==> src/rtl/switch_ctrl_pkg.sv <==
// switch_ctrl_pkg: shared state encodings and sizing helper for the switch event controller
package switch_ctrl_pkg;
  typedef enum logic [1:0] {WAIT_PRESS, WAIT_RELEASE, PULSE} btn_state_t;
  typedef enum logic {ARB_IDLE, ARB_PRESENT} arb_state_t;
  function automatic int id_width(input int n);
    return (n > 2) ? $clog2(n) : 1;
  endfunction
endpackage

==> src/rtl/btn_debounce.sv <==
// btn_debounce: one button's 2-flop synchroniser, debounce counter and press/release FSM
module btn_debounce
  import switch_ctrl_pkg::*;
#(
  parameter int DEBOUNCE_CYC = 16
) (
  input  logic clck_i,
  input  logic rst_i,
  input  logic btn_i,
  output logic release_pulse
);
  localparam int CW = $clog2(DEBOUNCE_CYC);
  logic r_s1, r_s2, r_deb, r_pulse, w_pulse;
  logic [CW-1:0] r_cnt;
  btn_state_t r_state, w_next;
  // synchronise the raw level and accept a new level only after it has been stable long enough
  always_ff @(posedge clck_i or posedge rst_i) begin
    if (rst_i) begin
      r_s1  <= 1'b0;
      r_s2  <= 1'b0;
      r_deb <= 1'b0;
      r_cnt <= '0;
    end else begin
      r_s1 <= btn_i;
      r_s2 <= r_s1;
      if (r_s2 == r_deb) r_cnt <= '0;
      else if (r_cnt == CW'(DEBOUNCE_CYC - 1)) begin
        r_deb <= r_s2;
        r_cnt <= '0;
      end else r_cnt <= r_cnt + 1'b1;
    end
  end
  // button FSM state register plus registered release pulse
  always_ff @(posedge clck_i or posedge rst_i) begin
    if (rst_i) begin
      r_state <= WAIT_PRESS;
      r_pulse <= 1'b0;
    end else begin
      r_state <= w_next;
      r_pulse <= w_pulse;
    end
  end
  // next state: a press must be seen before its release counts as an event
  always_comb begin
    w_next = (r_state == WAIT_PRESS)   ? (r_deb ? WAIT_RELEASE : WAIT_PRESS) :
             (r_state == WAIT_RELEASE) ? (r_deb ? WAIT_RELEASE : PULSE) : WAIT_PRESS;
  end
  // output decode: one cycle of PULSE yields one event
  always_comb begin
    w_pulse = (r_state == PULSE);
  end
  assign release_pulse = r_pulse;
endmodule

==> src/rtl/switch_event_ctrl.sv <==
// switch_event_ctrl: debounced button events latched as pending flags and presented round-robin via valid/ack
// Optional: define SWITCH_IRQ_EN to add registered irq_o = ev_valid_o | overrun_o.
module switch_event_ctrl
  import switch_ctrl_pkg::*;
#(
  parameter  int N_BTN        = 4,
  parameter  int DEBOUNCE_CYC = 16,
  localparam int ID_W         = id_width(N_BTN)
) (
  input  logic             clck_i,
  input  logic             rst_i,
  input  logic [N_BTN-1:0] btn_i,
  input  logic             ev_ack_i,
  output logic             ev_valid_o,
  output logic [ID_W-1:0]  ev_id_o,
  output logic [N_BTN-1:0] pend_o,
  output logic             overrun_o
`ifdef SWITCH_IRQ_EN
  , output logic           irq_o
`endif
);
  localparam logic [ID_W:0] NB = (ID_W + 1)'(N_BTN);
  logic [N_BTN-1:0] w_pulse, r_pend, w_rot, w_clr;
  logic [ID_W-1:0] r_id, r_ptr, w_off, w_gid, w_ptr_nx;
  logic [ID_W:0] w_sum;
  logic r_ovr, w_found, w_grant, w_lost;
  arb_state_t r_arb, w_arb_next;
  for (genvar b = 0; b < N_BTN; b++) begin : g_btn
    btn_debounce #(.DEBOUNCE_CYC(DEBOUNCE_CYC)) u_btn (
      .clck_i       (clck_i),
      .rst_i        (rst_i),
      .btn_i        (btn_i[b]),
      .release_pulse(w_pulse[b])
    );
  end
  // arbiter state register
  always_ff @(posedge clck_i or posedge rst_i) begin
    if (rst_i) r_arb <= ARB_IDLE;
    else r_arb <= w_arb_next;
  end
  // arbiter next state: grant when anything is pending, return to idle on ack
  always_comb begin
    w_arb_next = (r_arb == ARB_IDLE) ? (w_found ? ARB_PRESENT : ARB_IDLE) :
                 (ev_ack_i ? ARB_IDLE : ARB_PRESENT);
  end
  // arbiter outputs: rotate pend so the search starts at the pointer, then map back to a button index
  always_comb begin
    w_rot = N_BTN'({r_pend, r_pend} >> r_ptr);
    w_off = '0;
    for (int k = N_BTN - 1; k >= 0; k--) if (w_rot[k]) w_off = ID_W'(k);
    w_found  = |r_pend;
    w_sum    = {1'b0, r_ptr} + {1'b0, w_off};
    w_gid    = (w_sum >= NB) ? ID_W'(w_sum - NB) : ID_W'(w_sum);
    w_ptr_nx = (w_gid == ID_W'(N_BTN - 1)) ? '0 : w_gid + 1'b1;
    w_grant  = (r_arb == ARB_IDLE) && w_found;
    w_clr    = w_grant ? (N_BTN'(1) << w_gid) : '0;
    w_lost   = |(w_pulse & r_pend & ~w_clr);
  end
  // pending flags (a new pulse beats a same-cycle grant), sticky overrun, presented id and pointer
  always_ff @(posedge clck_i or posedge rst_i) begin
    if (rst_i) begin
      r_pend <= '0;
      r_ovr  <= 1'b0;
      r_id   <= '0;
      r_ptr  <= '0;
    end else begin
      r_pend <= (r_pend & ~w_clr) | w_pulse;
      if (w_lost) r_ovr <= 1'b1;
      if (w_grant) begin
        r_id  <= w_gid;
        r_ptr <= w_ptr_nx;
      end
    end
  end
  assign ev_valid_o = (r_arb == ARB_PRESENT);
  assign ev_id_o    = r_id;
  assign pend_o     = r_pend;
  assign overrun_o  = r_ovr;
`ifdef SWITCH_IRQ_EN
  logic r_irq;
  // irq is built from next-state values so it matches ev_valid_o | overrun_o on every cycle
  always_ff @(posedge clck_i or posedge rst_i) begin
    if (rst_i) r_irq <= 1'b0;
    else r_irq <= (w_arb_next == ARB_PRESENT) | r_ovr | w_lost;
  end
  assign irq_o = r_irq;
`endif
endmodule

==> config.mk <==
export PLATFORM = sky130hd
export DESIGN_NAME = switch_event_ctrl
export DESIGN_NICKNAME = d
export VERILOG_FILES = /design/src/rtl/switch_ctrl_pkg.sv /design/src/rtl/btn_debounce.sv /design/src/rtl/switch_event_ctrl.sv
export SDC_FILE = /design/constraint.sdc
export NUM_CORES = 1
export LEC_CHECK = 0
export CAP_MARGIN = 20
export CORE_MARGIN = 5
export CORE_UTILIZATION = 61
export DETAILED_ROUTE_END_ITERATION = 8
export HOLD_SLACK_MARGIN = 0.02
export PLACE_DENSITY = 0.93
export SETUP_SLACK_MARGIN = 0.2
export SLEW_MARGIN = 20
export SYNTH_ARGS = -nofsm -noshare
export SYNTH_HDL_FRONTEND = slang
export SYNTH_SLANG_ARGS = --single-unit
==> constraint.sdc <==
create_clock -name clck_i -period 5.3 [get_ports clck_i]
set_input_delay 0.795 -clock clck_i [delete_from_list [all_inputs] [get_ports clck_i]]
set_output_delay 0.795 -clock clck_i [all_outputs]
set_load 0.02 [all_outputs]
==> results of run 1 <==
-- cells by family after synthesis --
family / after synthesis
AND/OR/NAND/NOR: 56
flip-flops: 50
AO/OA/AOI/OAI: 33
adder cells (fa/ha/maj): 9
multiplexers: 6
buffers and inverters: 12
XOR/XNOR: 9
-- metrics by stage --
step	std cells	hold slack [ps]	total power, mW
after floorplan	175	331	0.517
after global placement	229	333	0.539
after detailed placement	229	340	0.552
after CTS	237	375	0.773
after global routing	237	381	0.806
final	237	371	0.764
-- worst max-delay path: stages, from the launching register on --
cell	delay, ps
dfrtp_1	520
nor2b_1	190
a221o_1	300
nand2_1	80
o221ai_1	120
ha_1	220
xor2_1	160
and3_1	220
or2_1	240
ha_1	220
o31ai_1	270
-- power by group --
part           internal [mW]  switching [mW]
combinational         0.0540          0.0652
clock                  0.102           0.117
sequential             0.401          0.0248
total                  0.557           0.207
-- final cells by class --
class | count | area, um2
Clock buffer | 5 | 37.5
Clock inverter | 3 | 47.5
Fill cell | 266 | 993
Inverter | 6 | 23.8
Multi-Input combinational cell | 113 | 812
Sequential cell | 50 | 1250
Tap cell | 46 | 57.6
Timing Repair Buffer | 14 | 140
-- layer usage --
metal	global-route usage [%]	up-vias	part of all wire [%]
met2	26.7	28	53
met4	7.16	0	1.5
met1	17.6	668	41
li1	-	643	-
met3	4.80	6	4.0
met5	0	-	0
-- sequential cells by signal (all words and copies together) (netlist names) --
name                       cells
overrun_o                      1
g_btn.u_btn.r_cnt             16
ev_valid_o                     1
g_btn.u_btn.r_s1               4
pend_o                         4
g_btn.u_btn.r_deb              4
r_ptr                          2
g_btn.u_btn.r_s2               4
g_btn.u_btn.release_pulse      4
ev_id_o                        2
g_btn.u_btn.r_state            8
-- placed cells by master (no fill, tap or decap), drive strengths merged, types with 7 or more instances in the layout --
| cell | count |
|---|---|
| nor2b | 13 |
| nor2 | 8 |
| xnor2 | 8 |
| a21oi | 7 |
| nand2 | 10 |
| dfrtp | 50 |
| nor3b | 7 |
| clkdlybuf4s50 | 14 |
| o21ai | 7 |
| nand3 | 7 |
| ha | 9 |
-- final timing paths --
path | from | end | slack (ps) | depth (start not counted)
max in group asynchronous | rst_i | g_btn[3].u_btn.r_cnt[3] | 3950 | 2
setup reg to reg | r_ptr[0] | r_ptr[0] | 2690 | 10
setup / recovery | r_ptr[0] | r_ptr[0] | 2690 | 10
min in group asynchronous | rst_i | g_btn[0].u_btn.r_deb | 860 | 2
hold reg to reg | g_btn[0].u_btn.r_s1 | g_btn[0].u_btn.r_s2 | 370 | 0
hold / removal | g_btn[0].u_btn.r_s1 | g_btn[0].u_btn.r_s2 | 370 | 0
==> results.sh, run 1 <==
export IMPL_synth_xor_area_share_pct=3.71
export IMPL_drcViolationCount=0
export IMPL_first_global_vias=1368
export IMPL_routed_wl_mm=3.42
export IMPL_post_route_util_pct=70.5
export IMPL_slew_limit_headroom_pct=46.3
export IMPL_yosys_area_share_simple_pct=14.7
export IMPL_tns_ps=0
export IMPL_ctsHoldBuffers=0
export IMPL_area_growth_syn_to_layout_pct=11.6
export IMPL_finalSetupViolations=0
export IMPL_wl_per_cell_um=14.4
export IMPL_cts_buffer_depth=2
export IMPL_pre_cts_ws_ps=2740
export IMPL_final_setup_skew_ps=15.9
export IMPL_grt_overflow=0
export IMPL_ys_ff_latch=50
export IMPL_vias=1345
export IMPL_synthesis_nets=191
export IMPL_p_leak_nw=1.12
export IMPL_synth_top_area_share_pct=58.9
export IMPL_tightest_slew_ps=805
export IMPL_critPathLaunchType="register"
export IMPL_setup_ws_ps=2690
export IMPL_place_gp_congestion=0.906
export IMPL_synth_edf_count=0
export IMPL_worst_ep_arrival_time_ps=2870
export IMPL_layout_nets=206
export IMPL_yosysWarnings=0
export IMPL_start_util_pct=63.1
export IMPL_synth_common_cells="dfrtp_1 (50), nor2b_1 (13), nand2_1 (10)"
export IMPL_cts_resized=0
export IMPL_cts_buffers=5
export IMPL_diodes=0
export IMPL_slew_viol_final=0
export IMPL_final_area_um2=2370
export IMPL_hold_violations=0
export IMPL_synth_area_per_cell_um2=12.1
export IMPL_detail_route_iter0_violations=98
export IMPL_dieArea_um2=4760
export IMPL_grt_pass1_wl_mm=6.00
export IMPL_synth_top_family_by_area="simple AND/OR/NAND/NOR gates"
export IMPL_antenna_found_initial=0
export IMPL_cp_max_fo=12
export IMPL_muxShareOfSynthArea_pct=3.36
export IMPL_period_share_pct=49.3
export IMPL_ys_async_sr_fraction_pct=100
export IMPL_grt_max_degree=51
export IMPL_rsz0062_at_grt="no"
export IMPL_h_tree_depth=2
export IMPL_firstDrtPassIters=5
export IMPL_hp_class="register to register"
export IMPL_synth_compound_area_share_pct=11.1
export IMPL_root_buffer="clkbuf_4"
export IMPL_portBuffers=14
export IMPL_clk_pin_slew_ps=150
export IMPL_synth_area_leader_cell="dfrtp_1"
export IMPL_rows=21
export IMPL_dpl_cell_area_um2=2280
export IMPL_crit_type="register to register"
export IMPL_cp_end_kind="register"
export IMPL_required_ps=5560
export IMPL_cts_tree="built"
export IMPL_powerDensity_nw_per_um2=322
export IMPL_clock_latency_ps=360
export IMPL_synthTopCellsByArea="dfrtp_1 (59%), ha_1 (5.3%), nor2b_1 (3.8%)"
export IMPL_synthFlopType="dfrtp_1"
export IMPL_ys_types=36
export IMPL_clock_sinks=50
export IMPL_hpwl_mm=2.54
export IMPL_detail_route_antenna_nets=0
export IMPL_synth_most_common_cell="dfrtp_1"
export IMPL_die_h_um=69
export IMPL_synthAdderAreaFrac_pct=5.30
export IMPL_vdd_drop_max_v=0.000229
export IMPL_layout_drive_gt1_share_pct=9.42
export IMPL_maxCapViolCount=0
export IMPL_netlist_instances=175
export IMPL_status="finished, final reports clean"
export IMPL_cts_setup_buffers=0
export IMPL_grt_usage_pct=15.6
export IMPL_syn_area_um2=2120
export IMPL_io_pins=15
export IMPL_fp_dieW_um=69
export IMPL_core_area_um2=3360
export IMPL_routed_via_density=5.68
export IMPL_fmax_mhz=383
export IMPL_yosysSeqAreaShare_pct=58.9
export IMPL_fin_crit_ps=2610
Note: power is estimated with default switching activity, not from simulation.
==> run 2: changes to the inputs <==
Settings changed: CORE_UTILIZATION 61 to 57, PLACE_DENSITY 0.93 to 0.89.
Clock period 5.3 ns to 2.6 ns, I/O delays scaled along.
==> run 2 against run 1 <==
First-iteration DRC count fell by 20%. Clock-buffer cell count rose by 3. Power rose by 130%. Final area rose by 11%. Non-clock buffer count rose by 12. Clock power rose by 130%. Setup slack got worse by 2600 ps. Critical endpoint is now overrun_o. Critical path depth rose by 2. Sequential share of layout area fell by 4.9 points. Largest power group unchanged. Via count rose by 5.7%. Die area rose by 6.0%.
==> results.sh, run 2 (synthesis gave the netlist of run 1 again) <==
export IMPL_status="finished, final reports clean"
export IMPL_hpwl_mm=2.57
export IMPL_layout_nets=218
export IMPL_rows=22
export IMPL_die_h_um=71.0
export IMPL_p_leak_nw=1.20
export IMPL_slew_viol_final=0
export IMPL_cts_buffer_depth=2
export IMPL_critPathLaunchType="register"
export IMPL_root_buffer="clkbuf_8"
export IMPL_drcViolationCount=0
export IMPL_post_route_util_pct=72.2
export IMPL_clock_latency_ps=300
export IMPL_finalPower_mw=1.79
export IMPL_fin_crit_ps=2490
export IMPL_h_tree_depth=2
export IMPL_p_comb_share_pct=23.0
export IMPL_grt_pass1_wl_mm=6.88
export IMPL_slew_limit_headroom_pct=45.6
export IMPL_firstDrtPassIters=6
export IMPL_routed_wl_mm=4.17
export IMPL_hold_violations=0
export IMPL_area_growth_syn_to_layout_pct=23.6
export IMPL_vias=1422
export IMPL_layout_common_cells="dfrtp_1 (46), clkdlybuf4s50_1 (14), nor2b_1 (12)"
export IMPL_rsz0062_at_grt="yes"
export IMPL_detail_route_iter0_violations=78
export IMPL_p_sw_mw=0.496
export IMPL_antenna_found_initial=0
export IMPL_fill_cells=243
export IMPL_final_setup_skew_ps=9.25
export IMPL_grt_max_degree=42
export IMPL_layout_drive_gt1_share_pct=26.1
export IMPL_pre_cts_ws_ps=56.5
export IMPL_regArea_um2=1260
export IMPL_vdd_drop_max_v=0.000436
export IMPL_pwr_share_seq_pct=48.3
export IMPL_place_gp_congestion=0.823
export IMPL_maxCapViolCount=0
export IMPL_fp_dieW_um=71.0
export IMPL_clock_sinks=50
export IMPL_crit_type="register to register"
export IMPL_start_util_pct=58.4
export IMPL_wl_per_cell_um=16.6
export IMPL_grt_overflow=0
export IMPL_swShare_pct=27.7
export IMPL_tightest_slew_ps=814
export IMPL_setup_ws_ps=114
export IMPL_intPower_mw=1.29
export IMPL_diodes=0
export IMPL_largest_register_ffs=16
export IMPL_period_share_pct=95.6
export IMPL_multi_input_area_um2=938
export IMPL_cts_buffers=5
export IMPL_cp_end_kind="register"
export IMPL_clk_pin_slew_ps=90
export IMPL_first_global_vias=1560
export IMPL_routed_via_density=5.67
export IMPL_clockPowerShare_pct=28.7
export IMPL_finalSetupViolations=0
export IMPL_reg_top3="g_btn.u_btn.r_cnt x16, g_btn.u_btn.r_state x8"
export IMPL_cp_max_fo=5
export IMPL_powerDensity_nw_per_um2=682
export IMPL_io_pins=15
export IMPL_dieArea_um2=5050
export IMPL_portBuffers=14
export IMPL_hp_class="register to register"
export IMPL_detail_route_antenna_nets=0
export IMPL_tns_ps=0
export IMPL_final_common_cell="dfrtp_1"
export IMPL_core_area_um2=3630
export IMPL_cts_tree="built"
export IMPL_largest_register="g_btn.u_btn.r_cnt"
export IMPL_required_ps=2830
export IMPL_worst_ep_arrival_time_ps=2720
export IMPL_fmax_mhz=402
export IMPL_grt_usage_pct=17.6
## run 2: layout make-up
cell class / count / area share (%)
clock buffers: 8 / 4.19
repair buffers: 26 / 9.06
flip-flops and latches: 50 / 47.9
inverters: 6 / 0.858
well taps: 48 / 2.29
multi-input cells: 113 / 35.7
## run 2: timing repair
action,CTS,global route
setup buffers,9,1
hold buffers,0,0
setup endpoints to repair,4,7
gates resized for setup,14,16
pin swaps,6,9
## run 2: power groups by stage
stage	clock network, mW	logic (mW)	registers (mW)
2_1_floorplan	0	0.183	0.870
3_3_place_gp	0	0.241	0.868
4_1_cts	0.521	0.328	0.857
6_report	0.513	0.413	0.865
3_5_place_dp	0	0.259	0.875
5_1_grt	0.559	0.447	0.873
## run 2: final timing paths
check / from / end / slack [ps] / depth (start not counted)
max: r_ptr[0] / overrun_o / 110 / 12
min: g_btn[1].u_btn.r_s1 / g_btn[1].u_btn.r_s2 / 360 / 0
max reg2reg: r_ptr[0] / overrun_o / 110 / 12
min reg2reg: g_btn[1].u_btn.r_s1 / g_btn[1].u_btn.r_s2 / 360 / 0
max in group asynchronous: rst_i / g_btn[2].u_btn.r_cnt[3] / 1390 / 3
min in group asynchronous: rst_i / g_btn[1].u_btn.r_cnt[0] / 560 / 2
## run 2: routing by layer
layer	part of all wire, %	track usage [%]	vias up
met5	0	0	-
met3	3.8	5.40	8
met4	2.3	10.4	0
li1	-	-	663
met1	38	18.6	714
met2	56	30.5	37
## run 2: critical path, stage by stage (launching register included)
cell and delay (ps):
dfrtp_2 460, nor2b_4 150, a221o_1 290, nand2_1 70, o221ai_2 90, ha_2 200
xor2_2 170, and3_4 220, or2_4 280, ha_4 170, nand2_2 80, nand3_2 90
nand4_1 150
## run 2: metrics by stage
| step | hold WS (ps) | cell area (um2) | std cells |
|---|---|---|---|
| after global placement | 332 | 2300 | 233 |
| after floorplan | 331 | 2130 | 175 |
| after global routing | 375 | 2630 | 251 |
| after detailed placement | 341 | 2300 | 233 |
| after CTS | 360 | 2540 | 250 |
| final | 357 | 2630 | 251 |
